## config.mk

```make
export PLATFORM = sky130hd
export DESIGN_NAME = data_mem_request_unit_flat
export DESIGN_NICKNAME = d
export VERILOG_FILES = /design/src/rtl/data_mem_request_unit_pkg.sv /design/src/rtl/data_mem_request_unit_if.sv /design/src/rtl/data_mem_request_unit_byte_lane.sv /design/src/rtl/data_mem_request_unit.sv /design/src/flat_wrapper.sv
export SDC_FILE = /design/constraint.sdc
export NUM_CORES = 1
export LEC_CHECK = 0
export ABC_AREA = 1
export CORE_MARGIN = 8
export CORE_UTILIZATION = 35
export DETAILED_ROUTE_END_ITERATION = 7
export DONT_BUFFER_PORTS = 1
export MAX_ROUTING_LAYER = met4
export SYNTH_ARGS = -nofsm -noshare
export SYNTH_HDL_FRONTEND = slang
export SYNTH_HIERARCHICAL = 1
export SYNTH_SLANG_ARGS = --single-unit
```

## constraint.sdc

```tcl
create_clock -name clk -period 1.8 [get_ports clk]
set_clock_uncertainty 0.15 [all_clocks]
set_input_delay 0.36 -clock clk [delete_from_list [all_inputs] [get_ports clk]]
set_output_delay 0.36 -clock clk [all_outputs]
set_load 0.01 [all_outputs]
```

## src/rtl/data_mem_request_unit_pkg.sv

```systemverilog
// Shared types and helpers for the data-memory request unit.
// Holds the request FSM state encoding and the word-alignment rule.
package data_mem_request_unit_pkg;

  typedef enum logic [1:0] {
    IDLE = 2'd0,
    REQ  = 2'd1,
    DONE = 2'd2
  } mem_state_t;

  localparam logic [3:0] SEL_WORD = 4'hF;

  // Byte accesses can never be misaligned; word accesses need address[1:0] == 0.
  function automatic logic word_misaligned(input logic byte_op, input logic [1:0] lsb);
    return !byte_op && (lsb != 2'b00);
  endfunction

endpackage

```

## src/rtl/data_mem_request_unit_if.sv

```systemverilog
// Single-outstanding req/ack data bus between the request unit (master)
// and data memory (slave).
interface data_mem_request_unit_if #(
  parameter int ADDR_W = 32
);
  logic              mem_req;
  logic              mem_we;
  logic [ADDR_W-1:0] mem_addr;
  logic [31:0]       mem_wdata;
  logic [3:0]        mem_sel;
  logic [31:0]       mem_rdata;
  logic              mem_ack;

  modport master (
    output mem_req, mem_we, mem_addr, mem_wdata, mem_sel,
    input  mem_rdata, mem_ack
  );

  modport slave (
    input  mem_req, mem_we, mem_addr, mem_wdata, mem_sel,
    output mem_rdata, mem_ack
  );
endinterface

```

## src/rtl/data_mem_request_unit_byte_lane.sv

```systemverilog
// Combinational byte-lane steering: store lane enables and sb data replication
// at issue time, lb byte extraction and sign extension at completion time.
module data_mem_request_unit_byte_lane
  import data_mem_request_unit_pkg::*;
(
  input  logic        is_write,
  input  logic        store_byte,
  input  logic [1:0]  issue_off,
  input  logic [31:0] store_data,
  output logic [3:0]  sel,
  output logic [31:0] wdata,
  input  logic        load_byte,
  input  logic [1:0]  load_off,
  input  logic [31:0] rdata,
  output logic [31:0] load_value
);
  logic [31:0] wdata_rep;
  logic [7:0]  lanes [4];
  logic [7:0]  picked;

  genvar gi;
  generate
    for (gi = 0; gi < 4; gi++) begin : g_lane
      assign wdata_rep[8*gi +: 8] = store_data[7:0];
      assign lanes[gi]            = rdata[8*gi +: 8];
    end
  endgenerate

  always_comb begin
    sel   = SEL_WORD;
    wdata = store_data;
    if (is_write && store_byte) begin
      sel   = 4'b0001 << issue_off;
      wdata = wdata_rep;
    end
  end

  assign picked     = lanes[load_off];
  assign load_value = load_byte ? {{24{picked[7]}}, picked} : rdata;

endmodule

```

## src/rtl/data_mem_request_unit.sv

```systemverilog
// Load/store request unit: issues one req/ack bus transaction per memory
// instruction, stalls the pipeline until it completes and returns load data.
module data_mem_request_unit
  import data_mem_request_unit_pkg::*;
#(
  parameter int ADDR_W  = 32,
  parameter int TIMEOUT = 255
) (
  input  logic              clk,
  input  logic              nRst,
  input  logic              read_mem,
  input  logic              write_mem,
  input  logic              load_byte,
  input  logic              store_byte,
  input  logic [ADDR_W-1:0] address,
  input  logic [31:0]       store_data,
  output logic              stall,
  output logic [31:0]       load_data,
  output logic              mem_error,
  data_mem_request_unit_if.master bus
);
  localparam int                 TIMER_W    = $clog2(TIMEOUT + 1);
  localparam logic [TIMER_W-1:0] TIMER_LAST = TIMER_W'(TIMEOUT - 1);

  mem_state_t        state_reg, state_next;
  logic [TIMER_W-1:0] timer_reg, timer_next;
  logic              we_reg, we_next;
  logic              byte_reg, byte_next;
  logic [1:0]        off_reg, off_next;
  logic [3:0]        sel_reg, sel_next;
  logic [ADDR_W-1:0] addr_reg, addr_next;
  logic [31:0]       wdata_reg, wdata_next;
  logic [31:0]       load_data_reg, load_data_next;
  logic              error_reg, error_next;

  logic        op;
  logic        byte_op;
  logic [3:0]  issue_sel;
  logic [31:0] issue_wdata;
  logic [31:0] load_value;

  assign op      = read_mem | write_mem;
  // A store wins when decode raises both controls.
  assign byte_op = write_mem ? store_byte : load_byte;

  data_mem_request_unit_byte_lane u_lane (
    .is_write   (write_mem),
    .store_byte (store_byte),
    .issue_off  (address[1:0]),
    .store_data (store_data),
    .sel        (issue_sel),
    .wdata      (issue_wdata),
    .load_byte  (byte_reg),
    .load_off   (off_reg),
    .rdata      (bus.mem_rdata),
    .load_value (load_value)
  );

  always_ff @(posedge clk or negedge nRst) begin
    if (!nRst) begin
      state_reg     <= IDLE;
      timer_reg     <= '0;
      we_reg        <= 1'b0;
      byte_reg      <= 1'b0;
      off_reg       <= 2'b00;
      sel_reg       <= 4'h0;
      addr_reg      <= '0;
      wdata_reg     <= '0;
      load_data_reg <= '0;
      error_reg     <= 1'b0;
    end else begin
      state_reg     <= state_next;
      timer_reg     <= timer_next;
      we_reg        <= we_next;
      byte_reg      <= byte_next;
      off_reg       <= off_next;
      sel_reg       <= sel_next;
      addr_reg      <= addr_next;
      wdata_reg     <= wdata_next;
      load_data_reg <= load_data_next;
      error_reg     <= error_next;
    end
  end

  always_comb begin
    state_next     = state_reg;
    timer_next     = '0;
    we_next        = we_reg;
    byte_next      = byte_reg;
    off_next       = off_reg;
    sel_next       = sel_reg;
    addr_next      = addr_reg;
    wdata_next     = wdata_reg;
    load_data_next = load_data_reg;
    error_next     = 1'b0;
    stall          = 1'b0;

    unique case (state_reg)
      IDLE: begin
        stall = op;
        if (op) begin
          if (word_misaligned(byte_op, address[1:0])) begin
            error_next     = 1'b1;
            load_data_next = '0;
            state_next     = DONE;
          end else begin
            we_next    = write_mem;
            byte_next  = byte_op;
            off_next   = address[1:0];
            sel_next   = issue_sel;
            addr_next  = {address[ADDR_W-1:2], 2'b00};
            wdata_next = issue_wdata;
            state_next = REQ;
          end
        end
      end
      REQ: begin
        stall = 1'b1;
        // An ack arriving on the last allowed cycle still completes normally.
        if (bus.mem_ack) begin
          if (!we_reg) load_data_next = load_value;
          state_next = DONE;
        end else if (timer_reg == TIMER_LAST) begin
          error_next     = 1'b1;
          load_data_next = '0;
          state_next     = DONE;
        end else begin
          timer_next = timer_reg + 1'b1;
        end
      end
      DONE: begin
        state_next = IDLE;
      end
      default: begin
        state_next = IDLE;
      end
    endcase
  end

  assign bus.mem_req   = (state_reg == REQ);
  assign bus.mem_we    = we_reg;
  assign bus.mem_addr  = addr_reg;
  assign bus.mem_wdata = wdata_reg;
  assign bus.mem_sel   = sel_reg;
  assign load_data     = load_data_reg;
  assign mem_error     = error_reg;

endmodule

```

## src/flat_wrapper.sv

```systemverilog
// flat-port wrapper written by rule: the top's interface ports become plain ports
module data_mem_request_unit_flat import data_mem_request_unit_pkg::*;
#(
  parameter int ADDR_W  = 32,
  parameter int TIMEOUT = 255
)
  (clk, nRst, read_mem, write_mem, load_byte, store_byte, address, store_data, stall, load_data, mem_error, bus_mem_req, bus_mem_we, bus_mem_addr, bus_mem_wdata, bus_mem_sel, bus_mem_rdata, bus_mem_ack);
  data_mem_request_unit_if #(.ADDR_W(ADDR_W)) bus_i ();
  input  logic clk;
  input  logic nRst;
  input  logic read_mem;
  input  logic write_mem;
  input  logic load_byte;
  input  logic store_byte;
  input  logic [ADDR_W-1:0] address;
  input  logic [31:0] store_data;
  output logic stall;
  output logic [31:0] load_data;
  output logic mem_error;
  output wire logic [$bits(bus_i.mem_req)-1:0] bus_mem_req;
  output wire logic [$bits(bus_i.mem_we)-1:0] bus_mem_we;
  output wire logic [$bits(bus_i.mem_addr)-1:0] bus_mem_addr;
  output wire logic [$bits(bus_i.mem_wdata)-1:0] bus_mem_wdata;
  output wire logic [$bits(bus_i.mem_sel)-1:0] bus_mem_sel;
  input wire logic [$bits(bus_i.mem_rdata)-1:0] bus_mem_rdata;
  input wire logic [$bits(bus_i.mem_ack)-1:0] bus_mem_ack;
  assign bus_mem_req = bus_i.mem_req;
  assign bus_mem_we = bus_i.mem_we;
  assign bus_mem_addr = bus_i.mem_addr;
  assign bus_mem_wdata = bus_i.mem_wdata;
  assign bus_mem_sel = bus_i.mem_sel;
  assign bus_i.mem_rdata = bus_mem_rdata;
  assign bus_i.mem_ack = bus_mem_ack;
  data_mem_request_unit #(.ADDR_W(ADDR_W), .TIMEOUT(TIMEOUT)) u_core (.clk(clk), .nRst(nRst), .read_mem(read_mem), .write_mem(write_mem), .load_byte(load_byte), .store_byte(store_byte), .address(address), .store_data(store_data), .stall(stall), .load_data(load_data), .mem_error(mem_error), .bus(bus_i));
endmodule
```

==> flow_metrics.env, run 1 <==
export IMPL_outcome="finished with violations"
export IMPL_violations="hold timing, setup timing"
export IMPL_final_nets=939
export IMPL_vdd_ir_drop_worst_mv=0.825
export IMPL_cts_tree="built"
export IMPL_synth_simple_gate_area_share_pct=41.1
export IMPL_post_dp_hpwl_um=12100
export IMPL_antenna_violating_nets_post_route=0
export IMPL_path_max_fanout=8
export IMPL_max_freq_mhz=553
export IMPL_cts_made_buffers=17
export IMPL_start_kind="flop"
export IMPL_grt_pass1_wl_um=28700
export IMPL_yosys_area_share_adder_pct=0.425
export IMPL_cell_internal_pwr_uw=7150
export IMPL_worst_endpoint_required_ns=1.29
export IMPL_clock_latency_ns=0.41
export IMPL_finalCritPeriodShare_pct=101
export IMPL_ys_flop_type="sky130_fd_sc_hd__dfrtp_1"
export IMPL_grt_pass1_vias=5294
export IMPL_start_util_pct=35.6
export IMPL_ys_warnings_count=6
export IMPL_holdCritPathClass="in -> async"
export IMPL_net_switching_power_uw=5140
export IMPL_layout_drive_gt1_share_pct=10.5
export IMPL_place_inst=984
export IMPL_die_area_um2=21200
export IMPL_drc_errors=0
export IMPL_finalHoldWorstSlack_ns=-0.503
export IMPL_finalCriticalPeriod_ns=1.81
export IMPL_drt_pre_antenna_iters=8
export IMPL_gr_max_usage_layer="met2"
export IMPL_pwr_share_seq_pct=40.1
export IMPL_seq_area_frac_synth_pct=48.0
export IMPL_synth_area_leader_cell="sky130_fd_sc_hd__dfrtp_1"
export IMPL_die_height_um=146
export IMPL_final_cells=1068
export IMPL_cts_htree_levels=4
export IMPL_power_switching_fraction_pct=41.8
export IMPL_detailroute_via_count=5254
export IMPL_gpl_final_weighted_congestion=0.829
export IMPL_routed_wirelength_um=18500
export IMPL_floorplan_rows=47
export IMPL_cap_viol_max_count=0
export IMPL_category_of_the_most_critical_setup_path="reg -> out"
export IMPL_synthArstFlopShare_pct=100
export IMPL_synth_compound_gate_area_share_pct=1.32
export IMPL_clockRootBuffer="sky130_fd_sc_hd__clkbuf_16"
export IMPL_rsz0062_at_grt="true"
export IMPL_synth_seq_cells=113
export IMPL_synthDistinctLibCells=34
export IMPL_die_w_um=146
export IMPL_num_io_pins=207
export IMPL_numPortBuffers=0
export IMPL_grt_util_met2_pct=25.9
export IMPL_p_per_area_nw_per_um2=1700
export IMPL_post_synth_cell_area_avg_um2=7.31
export IMPL_grt_start_max_net_pins=114
export IMPL_use_met3_pct=7.46
export IMPL_synthCells=806
export IMPL_met1_usage_pct=20.8
export IMPL_data_arrival_time_of_the_critical_path_ns=1.30
export IMPL_final_hold_viol_count=113
export IMPL_clock_slew_seen_by_the_registers_of_the_worst_setup_and_hold_paths_ns=0.06
export IMPL_finalSetupViolCount=1
export IMPL_synthToLayoutAreaGrowth_pct=22.6
export IMPL_synth_xor_xnor_area_share_pct=0.297
export IMPL_grt_overall_usage_pct=17.4
export IMPL_synth_largest_type_area_fraction_pct=48.0
export IMPL_largest_family_of_logic_cells_by_synthesized_area="simple AND/OR/NAND/NOR gates"
export IMPL_core_region_area_um2=16500
export IMPL_avgViaCountPerCell=4.92
export IMPL_postLayoutSetupSlackWorst_ns=-0.00939
export IMPL_muxShareOfSynthArea_pct=0
export IMPL_cts_sinks=113
export IMPL_ys_top_cells_by_area="sky130_fd_sc_hd__dfrtp_1 (48%), sky130_fd_sc_hd__nand2_1 (26%), sky130_fd_sc_hd__nand3_1 (6.5%)"
export IMPL_clock_power_share_pct=25.0
export IMPL_maxSlewViolCount=0
export IMPL_drt_wirelength_per_cell_um=17.3
export IMPL_drt_iter0_drc=308
export IMPL_worstSetupEndpointType="output port"
export IMPL_dp_slack_ns=0.118
export IMPL_power_leakage_uw=0.00390
export IMPL_post_synth_instance_area_um2=5890
export IMPL_antenna_found_initial=1
export IMPL_cts_buffer_depth=2
export IMPL_synth_common_cells="sky130_fd_sc_hd__nand2_1 (405), sky130_fd_sc_hd__dfrtp_1 (113), sky130_fd_sc_hd__nand3_1 (77)"
export IMPL_p_comb_share_pct=34.9
export IMPL_post_synth_top_count_cell="sky130_fd_sc_hd__nand2_1"
export IMPL_remaining_global_route_overflow=0
export IMPL_synth_edff_count=0
-- cells by family after synthesis --
kind of cell,after synthesis
xor gates and xnor gates,2
buffers and inverters,100
adders and majority gates,2
AOI/OAI and AO/OA,14
and+or+nand+nor,574
DFF,113
other,1
-- layout make-up --
type	count	area, µm²
Tap cell	220	275
Clock buffer	20	457
Antenna cell	1	2.50
Inverter	37	146
Fill cell	1672	9310
Sequential cell	113	2830
Multi-Input combinational cell	594	2580
Timing Repair Buffer	71	841
Clock inverter	12	85.1
-- worst max-delay path, stage by stage, from the launching register on --
cell and delay, ns:
sky130_fd_sc_hd__dfrtp_1 0.41, sky130_fd_sc_hd__nor2_4 0.16, sky130_fd_sc_hd__nand2_2 0.09, sky130_fd_sc_hd__nand2_4 0.09, sky130_fd_sc_hd__buf_12 0.14
-- final timing paths --
check	slack [ns]	to	cells after the start	from
max	-0.009	stall	4	u_core/state_reg[0]
min	-0.50	u_core/load_data[14]	0	nRst
max reg2reg	0.09	u_core/load_data[7]	10	u_core/timer_reg[0]
min reg2reg	0.34	u_core/timer_reg[0]	1	u_core/timer_reg[0]
max in group asynchronous	1.79	u_core/load_data[5]	0	nRst
min in group clk	0.02	u_core/off_reg[0]	2	address[0]
-- layer usage --
layer / share of wire, % / up-vias
li1: - / 2568
met1: 41 / 2443
met2: 46 / 225
met3: 12 / 18
met4: 1.2 / 0
met5: 0 / -
-- per-stage QoR --
stage / power, µW / cell area, µm² / util, % / hold WS, ns / setup TNS (ns)
2_1_floorplan: 7480 / 5890 / - / -0.0856 / 0
3_3_place_gp: 8550 / 6040 / 36.6 / -0.0787 / 0
3_5_place_dp: 8630 / 6040 / 36.6 / -0.0790 / 0
4_1_cts: 12200 / 7080 / 42.8 / -0.523 / -0.0680
5_1_grt: 13200 / 7220 / 43.7 / -0.527 / -1.31
6_report: 12300 / 7220 / 43.7 / -0.503 / -0.00939
-- layout by cell type (no fill, tap or decap), types with 2 or more instances in the layout --
cell / synthesis / layout
sky130_fd_sc_hd__nand2_1: 405 / 401
sky130_fd_sc_hd__nor2_4: 1 / 3
sky130_fd_sc_hd__inv_1: 30 / 30
sky130_fd_sc_hd__clkinv_4: 0 / 3
sky130_fd_sc_hd__nand4_1: 32 / 32
sky130_fd_sc_hd__buf_6: 5 / 2
sky130_fd_sc_hd__nand2_4: 2 / 2
sky130_fd_sc_hd__inv_6: 0 / 2
sky130_fd_sc_hd__nand2_2: 4 / 7
sky130_fd_sc_hd__conb_1: 1 / 2
sky130_fd_sc_hd__ha_1: 2 / 2
sky130_fd_sc_hd__inv_2: 5 / 4
sky130_fd_sc_hd__dfrtp_1: 113 / 110
sky130_fd_sc_hd__buf_12: 0 / 9
sky130_fd_sc_hd__nor3_1: 2 / 2
sky130_fd_sc_hd__bufbuf_16: 0 / 2
sky130_fd_sc_hd__nor2_1: 41 / 41
sky130_fd_sc_hd__clkinv_2: 0 / 4
sky130_fd_sc_hd__buf_4: 21 / 15
sky130_fd_sc_hd__dlygate4sd3_1: 0 / 41
sky130_fd_sc_hd__nor3b_1: 2 / 2
sky130_fd_sc_hd__nand3_1: 77 / 77
sky130_fd_sc_hd__dfrtp_2: 0 / 3
sky130_fd_sc_hd__clkinvlp_4: 0 / 4
sky130_fd_sc_hd__clkbuf_8: 0 / 2
sky130_fd_sc_hd__clkbuf_16: 0 / 19
sky130_fd_sc_hd__o21ai_0: 8 / 8
sky130_fd_sc_hd__a31oi_1: 2 / 2
-- power groups by stage --
stage	clock, µW	combinational, µW	sequential, µW
floorplan	0	2930	4560
global placement	0	3580	4970
detailed placement	0	3670	4950
CTS	3140	4080	4950
global route	3260	4850	5100
finish	3070	4290	4930
-- what timing repair did --
item / in CTS / in global routing
endpoints found under the hold margin: 154 / 114
pin swaps: 3 / 3
buffers inserted: 3 / 3
hold buffers: 40 / 1
gates resized for setup: 1 / 13
endpoints found under the setup margin: 1 / 92
cloned: 2 / 3
(Power assumes the default switching activity.)
==> run 2, diff against run 1 <==
--- a/config.mk
+++ b/config.mk
@@ -6,11 +6,11 @@
 export NUM_CORES = 1
 export LEC_CHECK = 0
 export ABC_AREA = 1
-export CORE_MARGIN = 8
 export CORE_UTILIZATION = 35
 export DETAILED_ROUTE_END_ITERATION = 7
 export DONT_BUFFER_PORTS = 1
 export MAX_ROUTING_LAYER = met4
+export PLACE_DENSITY = 0.57
 export SYNTH_ARGS = -nofsm -noshare
 export SYNTH_HDL_FRONTEND = slang
 export SYNTH_HIERARCHICAL = 1
==> flow_metrics.env, run 2 (synthesis gave the netlist of run 1 again) <==
export IMPL_final_nets=939
export IMPL_grt_start_max_net_pins=114
export IMPL_cts_made_buffers=17
export IMPL_final_common_cell="sky130_fd_sc_hd__nand2_1"
export IMPL_p_per_area_nw_per_um2=1780
export IMPL_die_w_um=132
export IMPL_holdCritPathClass="in -> async"
export IMPL_remaining_global_route_overflow=0
export IMPL_grt_overall_usage_pct=20.7
export IMPL_path_max_fanout=5
export IMPL_routed_wirelength_um=17900
export IMPL_die_height_um=132
export IMPL_num_io_pins=207
export IMPL_clock_slew_seen_by_the_registers_of_the_worst_setup_and_hold_paths_ns=0.06
export IMPL_maxSlewViolCount=0
export IMPL_postLayoutSetupSlackWorst_ns=-0.00931
export IMPL_drt_wirelength_per_cell_um=16.8
export IMPL_met1_usage_pct=25.7
export IMPL_post_dp_hpwl_um=10500
export IMPL_category_of_the_most_critical_setup_path="reg -> out"
export IMPL_drt_pre_antenna_iters=7
export IMPL_core_region_area_um2=16500
export IMPL_finalHoldWorstSlack_ns=-0.506
export IMPL_grt_pass1_wl_um=27200
export IMPL_use_met3_pct=7.75
export IMPL_finalCritPeriodShare_pct=101
export IMPL_numPortBuffers=0
export IMPL_gpl_final_weighted_congestion=0.843
export IMPL_layout_drive_gt1_share_pct=13.8
export IMPL_data_arrival_time_of_the_critical_path_ns=1.30
export IMPL_grt_pass1_vias=5123
export IMPL_finalCriticalPeriod_ns=1.81
export IMPL_antenna_cells=0
export IMPL_vdd_ir_drop_worst_mv=0.733
export IMPL_worstSetupEndpointType="output port"
export IMPL_drc_errors=0
export IMPL_die_area_um2=17400
export IMPL_drt_iter0_drc=353
export IMPL_clockRootBuffer="sky130_fd_sc_hd__clkbuf_16"
export IMPL_cts_sinks=113
export IMPL_antenna_found_initial=0
export IMPL_final_hold_viol_count=113
export IMPL_rsz0062_at_grt="true"
export IMPL_cts_htree_levels=4
export IMPL_violations="hold timing, setup timing"
export IMPL_layout_common_cells="sky130_fd_sc_hd__nand2_1 (377), sky130_fd_sc_hd__dfrtp_1 (111), sky130_fd_sc_hd__nand3_1 (76)"
export IMPL_start_kind="flop"
export IMPL_final_cells=1067
export IMPL_finalSetupViolCount=1
export IMPL_outcome="finished with violations"
export IMPL_gr_max_usage_layer="met2"
export IMPL_cts_tree="built"
export IMPL_floorplan_rows=47
export IMPL_antenna_violating_nets_post_route=0
export IMPL_clock_latency_ns=0.41
export IMPL_max_freq_mhz=553
export IMPL_finish_utilization_pct=45.0
export IMPL_place_inst=980
export IMPL_grt_util_met2_pct=31.0
export IMPL_power_leakage_uw=0.00400
export IMPL_start_util_pct=35.6
export IMPL_avgViaCountPerCell=4.95
export IMPL_cap_viol_max_count=0
export IMPL_cts_buffer_depth=2
export IMPL_synthToLayoutAreaGrowth_pct=26.3
export IMPL_hold_buffers=41
export IMPL_detailroute_via_count=5280
export IMPL_worst_endpoint_required_ns=1.29
-- run 2: per-stage QoR --
stage                     power, µW  cell area [µm²]  setup WS (ns)  setup TNS, ns
after global placement         8410             6000          0.136              0
final                         13300             7440       -0.00931       -0.00931
after global routing          14100             7440        -0.0690          -2.10
after floorplan                7480             5890          0.255              0
after detailed placement       8490             6000          0.124              0
after CTS                     12600             7150        -0.0710        -0.0710
-- run 2: cell type report --
cell class | instances | area (µm²)
inverter | 37 | 146
tap | 220 | 275
clock inverter | 13 | 161
clock buffer | 19 | 453
timing repair buffer | 71 | 888
fill | 1649 | 9080
multi-input combinational | 594 | 2690
sequential | 113 | 2830
-- run 2: worst paths after layout --
kind	from	to	slack [ns]	cells after the start
worst min-delay path	nRst	u_core/load_data[21]	-0.51	0
min in group clk	address[0]	u_core/bus.mem_sel[0]	0.02	3
worst max-delay path	u_core/state_reg[0]	stall	-0.009	4
worst max register to register	u_core/timer_reg[0]	u_core/load_data[31]	0.03	10
max in group asynchronous	nRst	u_core/load_data[9]	1.74	0
worst min register to register	u_core/timer_reg[0]	u_core/timer_reg[0]	0.38	2
-- run 2: power breakdown --
part	total, µW	switching, µW	internal (µW)
Clock	3500	1250	2250
Combinational	4860	2820	2040
Sequential	4910	1350	3560
-- run 2: routing by layer --
layer,share of wire (%),wire (µm)
met1,43,7670
met2,47,8330
met3,9.2,1650
met4,1.4,257
met5,0,0
-- run 2: timing repair --
item	in CTS	in global routing
hold endpoints to repair	155	113
gates cloned	3	5
setup buffers	3	4
gates resized for setup	1	46
pin swaps	2	6
endpoints found under the setup margin	1	100
-- run 2: worst max-delay path, stage by stage, from the launching register on --
cell	delay (ns)
sky130_fd_sc_hd__dfrtp_1	0.41
sky130_fd_sc_hd__nor2_4	0.17
sky130_fd_sc_hd__nand2_2	0.09
sky130_fd_sc_hd__nand2_4	0.08
sky130_fd_sc_hd__buf_12	0.13
